`src/rtl/buzzer_if.sv`:
```
// buzzer_if: note bus from the mode controller into the buzzer driver, plus tone status back out
interface buzzer_if;
  logic       enable;
  logic [3:0] note_in;
  logic [1:0] octave_in;
  logic       speaker;
  logic       playing;
  logic [3:0] note_active;
  logic [1:0] octave_active;
  modport master (output enable, note_in, octave_in, input speaker, playing, note_active, octave_active);
  modport slave (input enable, note_in, octave_in, output speaker, playing, note_active, octave_active);
endinterface

```
`src/rtl/buzzer_driver.sv`:
```
// buzzer_driver: note/octave codes to a glitch-free 50%-duty square wave with silent gaps between notes
module buzzer_driver #(
  parameter int GAP_CYCLES = 1_000_000,
  parameter int CNT_W      = 19
) (
  input logic     clk,
  input logic     reset,
  buzzer_if.slave bus
);
  localparam int GW = GAP_CYCLES > 1 ? $clog2(GAP_CYCLES) : 1;
  typedef enum logic [1:0] {IDLE, PLAY, GAP} state_t;
  state_t           state, state_n;
  logic             en_r, spk, spk_n, playing, start;
  logic [3:0]       note_r, note_a, note_a_n;
  logic [1:0]       oct_r, oct_a, oct_a_n;
  logic [CNT_W-1:0] base_h, tgt_h, cur_h, cur_h_n, cnt, cnt_n;
  logic [GW-1:0]    gcnt, gcnt_n;
  logic             tgt_valid, same_tgt, boundary, gap_end;
  always_comb begin
    base_h    = note_r == 4'd1 ? CNT_W'(191110) :
                note_r == 4'd2 ? CNT_W'(170266) :
                note_r == 4'd3 ? CNT_W'(151685) :
                note_r == 4'd4 ? CNT_W'(143172) :
                note_r == 4'd5 ? CNT_W'(127551) :
                note_r == 4'd6 ? CNT_W'(113636) :
                note_r == 4'd7 ? CNT_W'(101240) : '0;
    tgt_h     = oct_r == 2'b00 ? base_h << 1 : oct_r == 2'b10 ? base_h >> 1 : base_h;
    tgt_valid = note_r != 4'd0 && !note_r[3] && oct_r != 2'b11;
    same_tgt  = note_r == note_a && oct_r == oct_a;
    boundary  = cnt == cur_h - 1'b1;
    gap_end   = gcnt == GW'(GAP_CYCLES - 1);
  end
  always_comb begin
    state_n  = state;
    cnt_n    = cnt;
    gcnt_n   = gcnt;
    cur_h_n  = cur_h;
    spk_n    = spk;
    note_a_n = note_a;
    oct_a_n  = oct_a;
    start    = 1'b0;
    unique case (state)
      IDLE: begin
        spk_n    = 1'b0;
        cnt_n    = '0;
        gcnt_n   = '0;
        note_a_n = '0;
        oct_a_n  = '0;
        start    = en_r && tgt_valid;
      end
      PLAY: begin
        if (!en_r) begin
          state_n  = IDLE;
          spk_n    = 1'b0;
          cnt_n    = '0;
          note_a_n = '0;
          oct_a_n  = '0;
        end else if (!boundary) begin
          cnt_n = cnt + 1'b1;
        end else if (tgt_valid && same_tgt) begin
          cnt_n = '0;
          spk_n = ~spk;
        end else begin
          state_n  = GAP;
          cnt_n    = '0;
          gcnt_n   = '0;
          spk_n    = 1'b0;
          note_a_n = '0;
          oct_a_n  = '0;
        end
      end
      GAP: begin
        spk_n = 1'b0;
        if (!en_r) begin
          state_n = IDLE;
          gcnt_n  = '0;
        end else if (!gap_end) begin
          gcnt_n = gcnt + 1'b1;
        end else begin
          state_n = IDLE;
          gcnt_n  = '0;
          start   = tgt_valid;
        end
      end
      default: state_n = IDLE;
    endcase
    // the target is latched only here, so a note never changes mid half-period
    if (start) begin
      state_n  = PLAY;
      cur_h_n  = tgt_h;
      note_a_n = note_r;
      oct_a_n  = oct_r;
      cnt_n    = '0;
      spk_n    = 1'b1;
    end
  end
  always_ff @(posedge clk)
    if (!reset) begin
      state   <= IDLE;
      en_r    <= 1'b0;
      note_r  <= '0;
      oct_r   <= '0;
      cnt     <= '0;
      gcnt    <= '0;
      cur_h   <= '0;
      spk     <= 1'b0;
      playing <= 1'b0;
      note_a  <= '0;
      oct_a   <= '0;
    end else begin
      state   <= state_n;
      en_r    <= bus.enable;
      note_r  <= bus.note_in;
      oct_r   <= bus.octave_in;
      cnt     <= cnt_n;
      gcnt    <= gcnt_n;
      cur_h   <= cur_h_n;
      spk     <= spk_n;
      playing <= state_n == PLAY;
      note_a  <= note_a_n;
      oct_a   <= oct_a_n;
    end
  assign bus.speaker       = spk;
  assign bus.playing       = playing;
  assign bus.note_active   = note_a;
  assign bus.octave_active = oct_a;
endmodule
```
`src/flat_wrapper.sv`:
```
// flat-port wrapper written by rule: the top's interface ports become plain ports
module buzzer_driver_flat 
#(
  parameter int GAP_CYCLES = 1_000_000,
  parameter int CNT_W      = 19
)
  (clk, reset, bus_enable, bus_note_in, bus_octave_in, bus_speaker, bus_playing, bus_note_active, bus_octave_active);
  buzzer_if bus_i ();
  input logic clk;
  input logic reset;
  input wire logic [$bits(bus_i.enable)-1:0] bus_enable;
  input wire logic [$bits(bus_i.note_in)-1:0] bus_note_in;
  input wire logic [$bits(bus_i.octave_in)-1:0] bus_octave_in;
  output wire logic [$bits(bus_i.speaker)-1:0] bus_speaker;
  output wire logic [$bits(bus_i.playing)-1:0] bus_playing;
  output wire logic [$bits(bus_i.note_active)-1:0] bus_note_active;
  output wire logic [$bits(bus_i.octave_active)-1:0] bus_octave_active;
  assign bus_i.enable = bus_enable;
  assign bus_i.note_in = bus_note_in;
  assign bus_i.octave_in = bus_octave_in;
  assign bus_speaker = bus_i.speaker;
  assign bus_playing = bus_i.playing;
  assign bus_note_active = bus_i.note_active;
  assign bus_octave_active = bus_i.octave_active;
  buzzer_driver #(.GAP_CYCLES(GAP_CYCLES), .CNT_W(CNT_W)) u_core (.clk(clk), .reset(reset), .bus(bus_i));
endmodule
```
`config.mk`:
```
export PLATFORM = sky130hd
export DESIGN_NAME = buzzer_driver_flat
export DESIGN_NICKNAME = d
export VERILOG_FILES = /design/src/rtl/buzzer_if.sv /design/src/rtl/buzzer_driver.sv /design/src/flat_wrapper.sv
export SDC_FILE = /design/constraint.sdc
export NUM_CORES = 1
export LEC_CHECK = 0
export BUFFER_PORTS_ARGS = -buffer_cell sky130_fd_sc_hd__buf_4
export CAP_MARGIN = 10
export CORE_MARGIN = 2
export CORE_UTILIZATION = 45
export CTS_CLUSTER_DIAMETER = 100
export CTS_CLUSTER_SIZE = 40
export DETAILED_ROUTE_END_ITERATION = 8
export PLACE_DENSITY = 0.66
export SLEW_MARGIN = 10
export SYNTH_ARGS = -nofsm -noshare
export SYNTH_HDL_FRONTEND = slang
export SYNTH_SLANG_ARGS = --single-unit
```
`constraint.sdc`:
```
create_clock -name clk -period 4.1 [get_ports clk]
set_clock_uncertainty 0.15 [all_clocks]
set_input_delay 0.41 -clock clk [delete_from_list [all_inputs] [get_ports clk]]
set_output_delay 0.41 -clock clk [all_outputs]
set_load 0.005 [all_outputs]
```
==> results of run 1 <==
per-layer routing:
| metal | GRT usage | vias to the layer above |
|---|---|---|
| li1 | - | 2223 |
| met1 | 0.290 | 2048 |
| met2 | 0.330 | 106 |
| met3 | 0.0324 | 11 |
| met4 | 0.0648 | 0 |
| met5 | 0 | - |
power breakdown:
part / total [uW] / internal (uW) / leakage [uW] / switching [uW]
registers: 748 / 737 / 0.000607 / 11.1
clock network: 567 / 282 / 0.0000966 / 285
logic: 183 / 74.7 / 0.00119 / 108
total: 1500 / 1090 / 0.00190 / 404
sequential cells by signal (all words and copies together) (netlist names):
| register | flops |
|---|---|
| u_core.cnt | 19 |
| u_core.note_r | 4 |
| u_core.bus.octave_active | 2 |
| u_core.en_r | 1 |
| u_core.state | 2 |
| u_core.oct_r | 2 |
| u_core.gcnt | 20 |
| u_core.bus.playing | 1 |
| u_core.bus.speaker | 1 |
| u_core.cur_h | 19 |
| u_core.bus.note_active | 4 |
final cells by class:
cell class	count	area (sq um)
multi-input combinational	494	2860
clock inverter	6	65.1
inverter	7	26.3
tap	133	166
sequential	75	1500
timing repair buffer	28	210
clock buffer	10	128
fill	968	4810
per-stage QoR:
step	instance area, sq um	utilization
finish	4960	0.507
global route	4960	0.507
CTS	4960	0.507
detailed placement	4770	0.488
global placement	4770	0.488
floorplan	4550	-
worst register-to-register path, cell delays in order, from the launching register on:
cell	delay, ns
dfxtp_1	0.38
inv_1	0.08
ha_1	0.21
nor3b_1	0.41
and2_4	0.24
a41oi_1	0.12
or4_1	0.49
or4_4	0.54
or3_1	0.59
a31o_1	0.33
a22o_1	0.18
cell families after synthesis:
logic type      Yosys count  share of synthesized area
compound gates          156                      0.223
xor+xnor                 36                     0.0693
fa+ha+maj                 3                    0.00825
buf+inv                  48                     0.0412
flops                    75                      0.330
mux                       1                    0.00220
simple gates            298                      0.326
worst paths after layout:
kind | start | endpoint | slack, ns | depth (start not counted)
max | u_core.cur_h[0] | u_core.cnt[4] | 0.29 | 10
min | bus_octave_in[0] | u_core.oct_r[0] | 0.11 | 2
max reg2reg | u_core.cur_h[0] | u_core.cnt[4] | 0.29 | 10
min reg2reg | u_core.gcnt[18] | u_core.gcnt[18] | 0.34 | 1
layout by cell type, fill, tap and decap left out, drive strengths merged, types with 6 or more instances in the layout:
cell type and instances:
clkbuf 10, nand3 27, xnor2 19, nor3b 7, and2 12, a21oi 39, a22o 9, nor3 38
a31oi 13, nand2 84, o22ai 6, inv 7, o31ai 7, and3 23, buf 28, xor2 17
nor2 62, nand2b 8, nor4 9, o21ai 42, nand4 7, dfxtp 75
==> results.tsv, run 1 <==
stage	metric	value	unit
worst_setup_path	Worst Path Buf+Inv	1	
global_routing	gr usage total	0.208	
clock_tree	hold buffers post-CTS	0	
final_layout	layout cell share with drive strength beyond 1	0.0887	
timing	Period minus WS final	3.81	ns
synthesis	Area contributors post-synth	dfxtp_1 (33%), nand2_1 (6.9%), nor2_1 (5.0%)	
clock_tree	CTS tree	yes	
timing	fin worst setup slack	0.285	ns
drt	wire length on met1	5280	um
synthesis	ys async rst share	0	
timing	Final Max Tran Viols	0	
drt	TritonRoute pass-1 iters	5	
timing	Max-slew headroom	0.514	
drt	Max Used Layer	met4	
floorplan	die height	105	um
synthesis	Avg Cell Area, Syn	7.38	sq um
final_layout	synthesis-to-layout area growth	8.96	%
floorplan	Die ar.	0.0109	sq mm
drt	Detail Route met2 WL	5310	um
drt	ANT nets after route	0	
power	overall power	1500	uW
floorplan	Core ar.	0.00977	sq mm
worst_setup_path	CP max stage delay	0.59	ns
clock_tree	TritonCTS Buffers	9	
synthesis	Post-synth EDFFs	0	
worst_setup_path	crit path max fanout	18	
global_routing	grt ovf	0	
synthesis	flops & latches, synth	75	
worst_setup_path	critical path type	register to register	
timing	period utilization	0.930	
placement	Placed Cells	737	
worst_setup_path	Cell Chain, Critical Path	inv_1 > ha_1 > nor3b_1 > and2_4 > a41oi_1 > or4_1 > or4_4 > or3_1 > a31o_1 > a22o_1	
final_layout	ant diodes	0	
clock_tree	clk_lat worst skew	0.35	ns
synthesis	Post-Synthesis Cells	617	
power	maximum VDD drop	0.000193	V
timing	Setup Viol. Count Final	0	
final_layout	non-filler cells, final	753	
status	status	completed	
drt	DR vias	4388	
drt	DRC	0	
drt	wire length on met3	518	um
run	Max Cap Viol	0	
floorplan	I/O pins	17	
timing	WHS	0.110	ns
clock_tree	clk buf depth	2	
global_routing	largest net degree at the start of global routing	45	
synthesis	top-count cell post-synth	nand2_1	
timing	Fin Setup TNS	0	ns
synthesis	Yosys Warn Count	0	
worst_setup_path	Slowest cell on crit path	or3_1	
floorplan	std cell rows	36	
floorplan	Starting Density	0.466	
global_routing	initial antenna violation count	0	
clock_tree	CTS root buffer	clkbuf_8	
drt	via density per instance	5.83	
worst_setup_path	Critical Path Sink Type	register	
worst_setup_path	Worst Path Arrival	3.91	ns
timing	Max Freq	262	MHz
worst_hold_path	Min-Delay Path Class	input pin to register	
worst_setup_path	critical path's top delay family	simple AND/OR/NAND/NOR gates	
clock_tree	clk sinks	75	
worst_setup_path	CP Launch Type	register	
synthesis	Synth Net Count	629	
synthesis	Synth top cells by count	nand2_1 (84), dfxtp_1 (75), nor2_1 (61)	
timing	Worst-Margin Slew	0.722	ns
timing	unrepaired setup endpoints after global routing	false	
power	PD cells	302	mW/mm^2
global_routing	first-pass GRT wire length	18900	um
synthesis	dominant cell type by area after synthesis	dfxtp_1	
drt	Routed WL	11200	um
final_layout	nets	627	
clock_tree	CTS resizes	0	
power	Pleak	0.00190	uW
placement	post-detail-place hpwl	7900	um
timing	endpoints failing hold	0	
synthesis	top_reg_cell synth	dfxtp_1	
drt	drt wl/cell	14.9	um
synthesis	post-synthesis sequential area ratio	0.330	
placement	GP Congestion	0.860	
clock_tree	setup bufs post-CTS	0	
placement	dpl ws	0.323	ns
placement	IO buf count	16	
synthesis	Syn Std Cell Area	0.00455	sq mm
floorplan	Die X-Extent	105	um
clock_tree	H-tree depth	3	
drt	Starting DRT DRC Count	354	
synthesis	Synth top area share	0.330	
global_routing	number of global-route vias before repair	3991	
synthesis	synth unique cells	64	
worst_setup_path	Critical Path RT	4.19	ns
clock_tree	clock-pin slew on the worst setup and hold paths	0.08	ns
Note: power is estimated with default switching activity, not from simulation.
==> run 2: changes to the inputs <==
==> constraint.sdc (replaced) <==
create_clock -name clk -period 3.75 [get_ports clk]
set_clock_uncertainty 0.15 [all_clocks]
set_input_delay 0.375 -clock clk [delete_from_list [all_inputs] [get_ports clk]]
set_output_delay 0.375 -clock clk [all_outputs]
set_load 0.005 [all_outputs]
==> run 2 against run 1 <==
  * Worst hold slack worse by 0.036 ns
  * Largest cell class unchanged
  * Global-route usage is 0.15 points higher
  * Routed wire length is 0.42% lower
  * Critical path depth is 1 higher
  * First-iteration DRC count is 10% lower
  * Critical path type unchanged
  * Largest power group unchanged
  * Total power is 9.2% higher
==> results.tsv, run 2 (synthesized netlist as in run 1, its figures left out) <==
stage	metric	value	unit	change
status	status	completed		unchanged
final_layout	ant diodes	0		unchanged
worst_setup_path	CP Launch Type	register		unchanged
timing	period utilization	0.933		was 0.930
placement	IO buf count	16		unchanged
global_routing	met3 usage	0.0250		was 0.0324
clock_tree	CTS resizes	0		unchanged
worst_setup_path	end of the worst register-to-register path	u_core.gcnt[17]		was u_core.cnt[4]
final_layout	layout cell share with drive strength beyond 1	0.0932		was 0.0887
power	Int Power	1190	uW	was 1090 uW
worst_setup_path	crit path max fanout	17		was 18
drt	Starting DRT DRC Count	318		was 354
worst_setup_path	critical path's top delay family	compound AO/OA/AOI/OAI gates		was simple AND/OR/NAND/NOR gates
worst_setup_path	Critical Path RT	3.86	ns	was 4.19 ns
worst_hold_path	hold path startpoint	bus_note_in[3]		was bus_octave_in[0]
power	share of power burned in registers	0.501		was 0.499
clock_tree	clock-pin slew on the worst setup and hold paths	0.08	ns	about the same
worst_setup_path	Cell Chain, Critical Path	inv_1 > ha_1 > o21ba_2 > a221oi_1 > o22ai_1 > or4_1 > or4_4 > o41ai_4 > buf_4 > nor2_2 > a211o_1		was inv_1 > ha_1 > nor3b_1 > and2_4 > a41oi_1 > or4_1 > or4_4 > or3_1 > a31o_1 > a22o_1
global_routing	grt ovf	0		unchanged
worst_setup_path	worst r2r src	u_core.cur_h[1]		was u_core.cur_h[0]
drt	TritonRoute pass-1 iters	5		unchanged
final_layout	commonest non-fill, non-tap cell in the layout	nand2_1		unchanged
clock_tree	clk buf depth	2		unchanged
clock_tree	CTS root buffer	clkbuf_8		unchanged
global_routing	initial antenna violation count	0		unchanged
run	Max Cap Viol	0		unchanged
clock_tree	TritonCTS Buffers	9		unchanged
global_routing	first-pass GRT wire length	19000	um	was 18900 um
drt	Routed WL	11200	um	about the same
timing	Fin Setup TNS	0	ns	unchanged
worst_hold_path	Min-Delay Path Class	input pin to register		unchanged
placement	dpl ws	0.0460	ns	was 0.323 ns
final_layout	most frequent cells in the layout	nand2_1 (84), dfxtp_1 (75), nor2_1 (61)		unchanged
global_routing	number of global-route vias before repair	3855		was 3991
timing	fin worst setup slack	0.250	ns	was 0.285 ns
timing	Max Freq	286	MHz	was 262 MHz
worst_setup_path	critical path type	register to register		unchanged
floorplan	I/O pins	17		unchanged
final_layout	Largest regs	u_core.gcnt (20), u_core.cnt (19), u_core.cur_h (19)		unchanged
floorplan	Starting Density	0.466		unchanged
clock_tree	setup bufs post-CTS	0		unchanged
final_layout	post-route cell area	0.00498	sq mm	was 0.00496 sq mm
final_layout	non-filler cells, final	755		was 753
timing	Worst-Margin Slew	0.700	ns	was 0.722 ns
power	maximum VDD drop	0.000167	V	was 0.000193 V
floorplan	Die ar.	0.0109	sq mm	unchanged
placement	Area after DPL	0.00478	sq mm	was 0.00477 sq mm
drt	DR vias	4405		was 4388
timing	unrepaired setup endpoints after global routing	false		unchanged
timing	Max-slew headroom	0.528		was 0.514
drt	via density per instance	5.83		about the same
floorplan	die height	105	um	unchanged
global_routing	Top Usage Layer GRT	met2		unchanged
drt	ANT nets after route	0		unchanged
final_layout	nets	629		was 627
placement	Placed Cells	739		was 737
clock_tree	H-tree depth	3		unchanged
power	Net Switching	442	uW	was 404 uW
global_routing	GR Util met2	0.314		was 0.330
worst_setup_path	Critical Path Sink Type	register		unchanged
worst_hold_path	Hold Path Depth	2		unchanged
clock_tree	hold buffers post-CTS	0		unchanged
worst_setup_path	Worst Path Arrival	3.61	ns	was 3.91 ns
clock_tree	clk sinks	75		unchanged
drt	DRC	0		unchanged
power	power share of the clock group	0.377		was 0.379
placement	GP Congestion	0.891		was 0.860
final_layout	# fillers	994		was 968
power	Net Sw Frac	0.270		about the same
drt	drt wl/cell	14.8	um	was 14.9 um
final_layout	max reg flops	20		unchanged
power	PD cells	329	mW/mm^2	was 302 mW/mm^2
timing	Setup Viol. Count Final	0		unchanged
clock_tree	clk_lat worst skew	0.37	ns	was 0.35 ns
worst_setup_path	Worst Path Buf+Inv	2		was 1
worst_setup_path	flop-to-flop setup slack	0.25	ns	was 0.29 ns
power	Pleak	0.00191	uW	was 0.00190 uW
final_layout	Most flops, register	u_core.gcnt		unchanged
timing	Final Max Tran Viols	0		unchanged
worst_setup_path	CP max stage delay	0.54	ns	was 0.59 ns
floorplan	std cell rows	36		unchanged
worst_setup_path	Slowest cell on crit path	or4_4		was or3_1
global_routing	gr usage total	0.209		was 0.208
timing	Period minus WS final	3.50	ns	was 3.81 ns
floorplan	Core ar.	0.00977	sq mm	unchanged
power	Logic pwr share	0.122		about the same
timing	endpoints failing hold	0		unchanged
global_routing	met1 Use GR	0.306		was 0.290
worst_setup_path	worst-case reg-to-reg path depth	11		was 10
clock_tree	CTS tree	yes		unchanged
floorplan	Die X-Extent	105	um	unchanged
global_routing	largest net degree at the start of global routing	45		unchanged
placement	post-detail-place hpwl	7810	um	was 7900 um
final_layout	synthesis-to-layout area growth	9.35	%	was 8.96%
worst_hold_path	Worst Hold Endpoint	u_core.note_r[3]		was u_core.oct_r[0]
## run 2: cell types whose count changed in the layout (fill, tap and decap cells not counted)
cell        change
nor3b_2         +1
nor3b_1         -1
inv_6           -1
or3_1           -1
clkinv_2        +1
or3_4           +1
buf_4           +2
clkbuf_1        +1
clkinvlp_4      -1
## run 2: through the flow
stage	power [uW]	utilization	hold WS [ns]
after CTS	1650	0.508	0.0621
after global placement	1030	0.489	0.308
final	1640	0.509	0.0743
after floorplan	988	-	0.291
after detailed placement	1030	0.489	0.318
after global routing	1710	0.509	0.0660
## run 2: cell type report
type	count	area, sq um	share of cell area
sequential	75	1500	0.302
tap	133	166	0.0334
multi-input combinational	494	2870	0.577
inverter	7	26.3	0.00528
clock inverter	5	53.8	0.0108
timing repair buffer	30	225	0.0452
clock buffer	11	131	0.0264
## run 2: metal layers
| metal | part of all wire | vias up |
|---|---|---|
| met5 | 0 | - |
| met4 | 0.016 | 0 |
| met3 | 0.051 | 14 |
| met2 | 0.46 | 122 |
| met1 | 0.48 | 2037 |
| li1 | - | 2232 |
## run 2: worst max-delay path by stage
stage,endpoint,start,cells past startpoint,slack (ns)
finish,u_core.gcnt[17],u_core.cur_h[1],11,0.25
global route,u_core.gcnt[12],u_core.cur_h[1],11,0.04
CTS,u_core.cnt[4],u_core.cur_h[1],10,0.06
detailed placement,u_core.cnt[4],u_core.cur_h[1],10,0.05
global placement,u_core.cnt[4],u_core.cur_h[1],10,0.19
floorplan,u_core.cnt[4],u_core.cur_h[0],11,0.43
## run 2: power groups by stage
| stage | clock (uW) | sequential [uW] | combinational, uW |
|---|---|---|---|
| after CTS | 636 | 819 | 198 |
| after floorplan | 0 | 833 | 155 |
| after global placement | 0 | 838 | 194 |
| after detailed placement | 0 | 838 | 197 |
| after global routing | 663 | 821 | 224 |
| final | 618 | 819 | 199 |
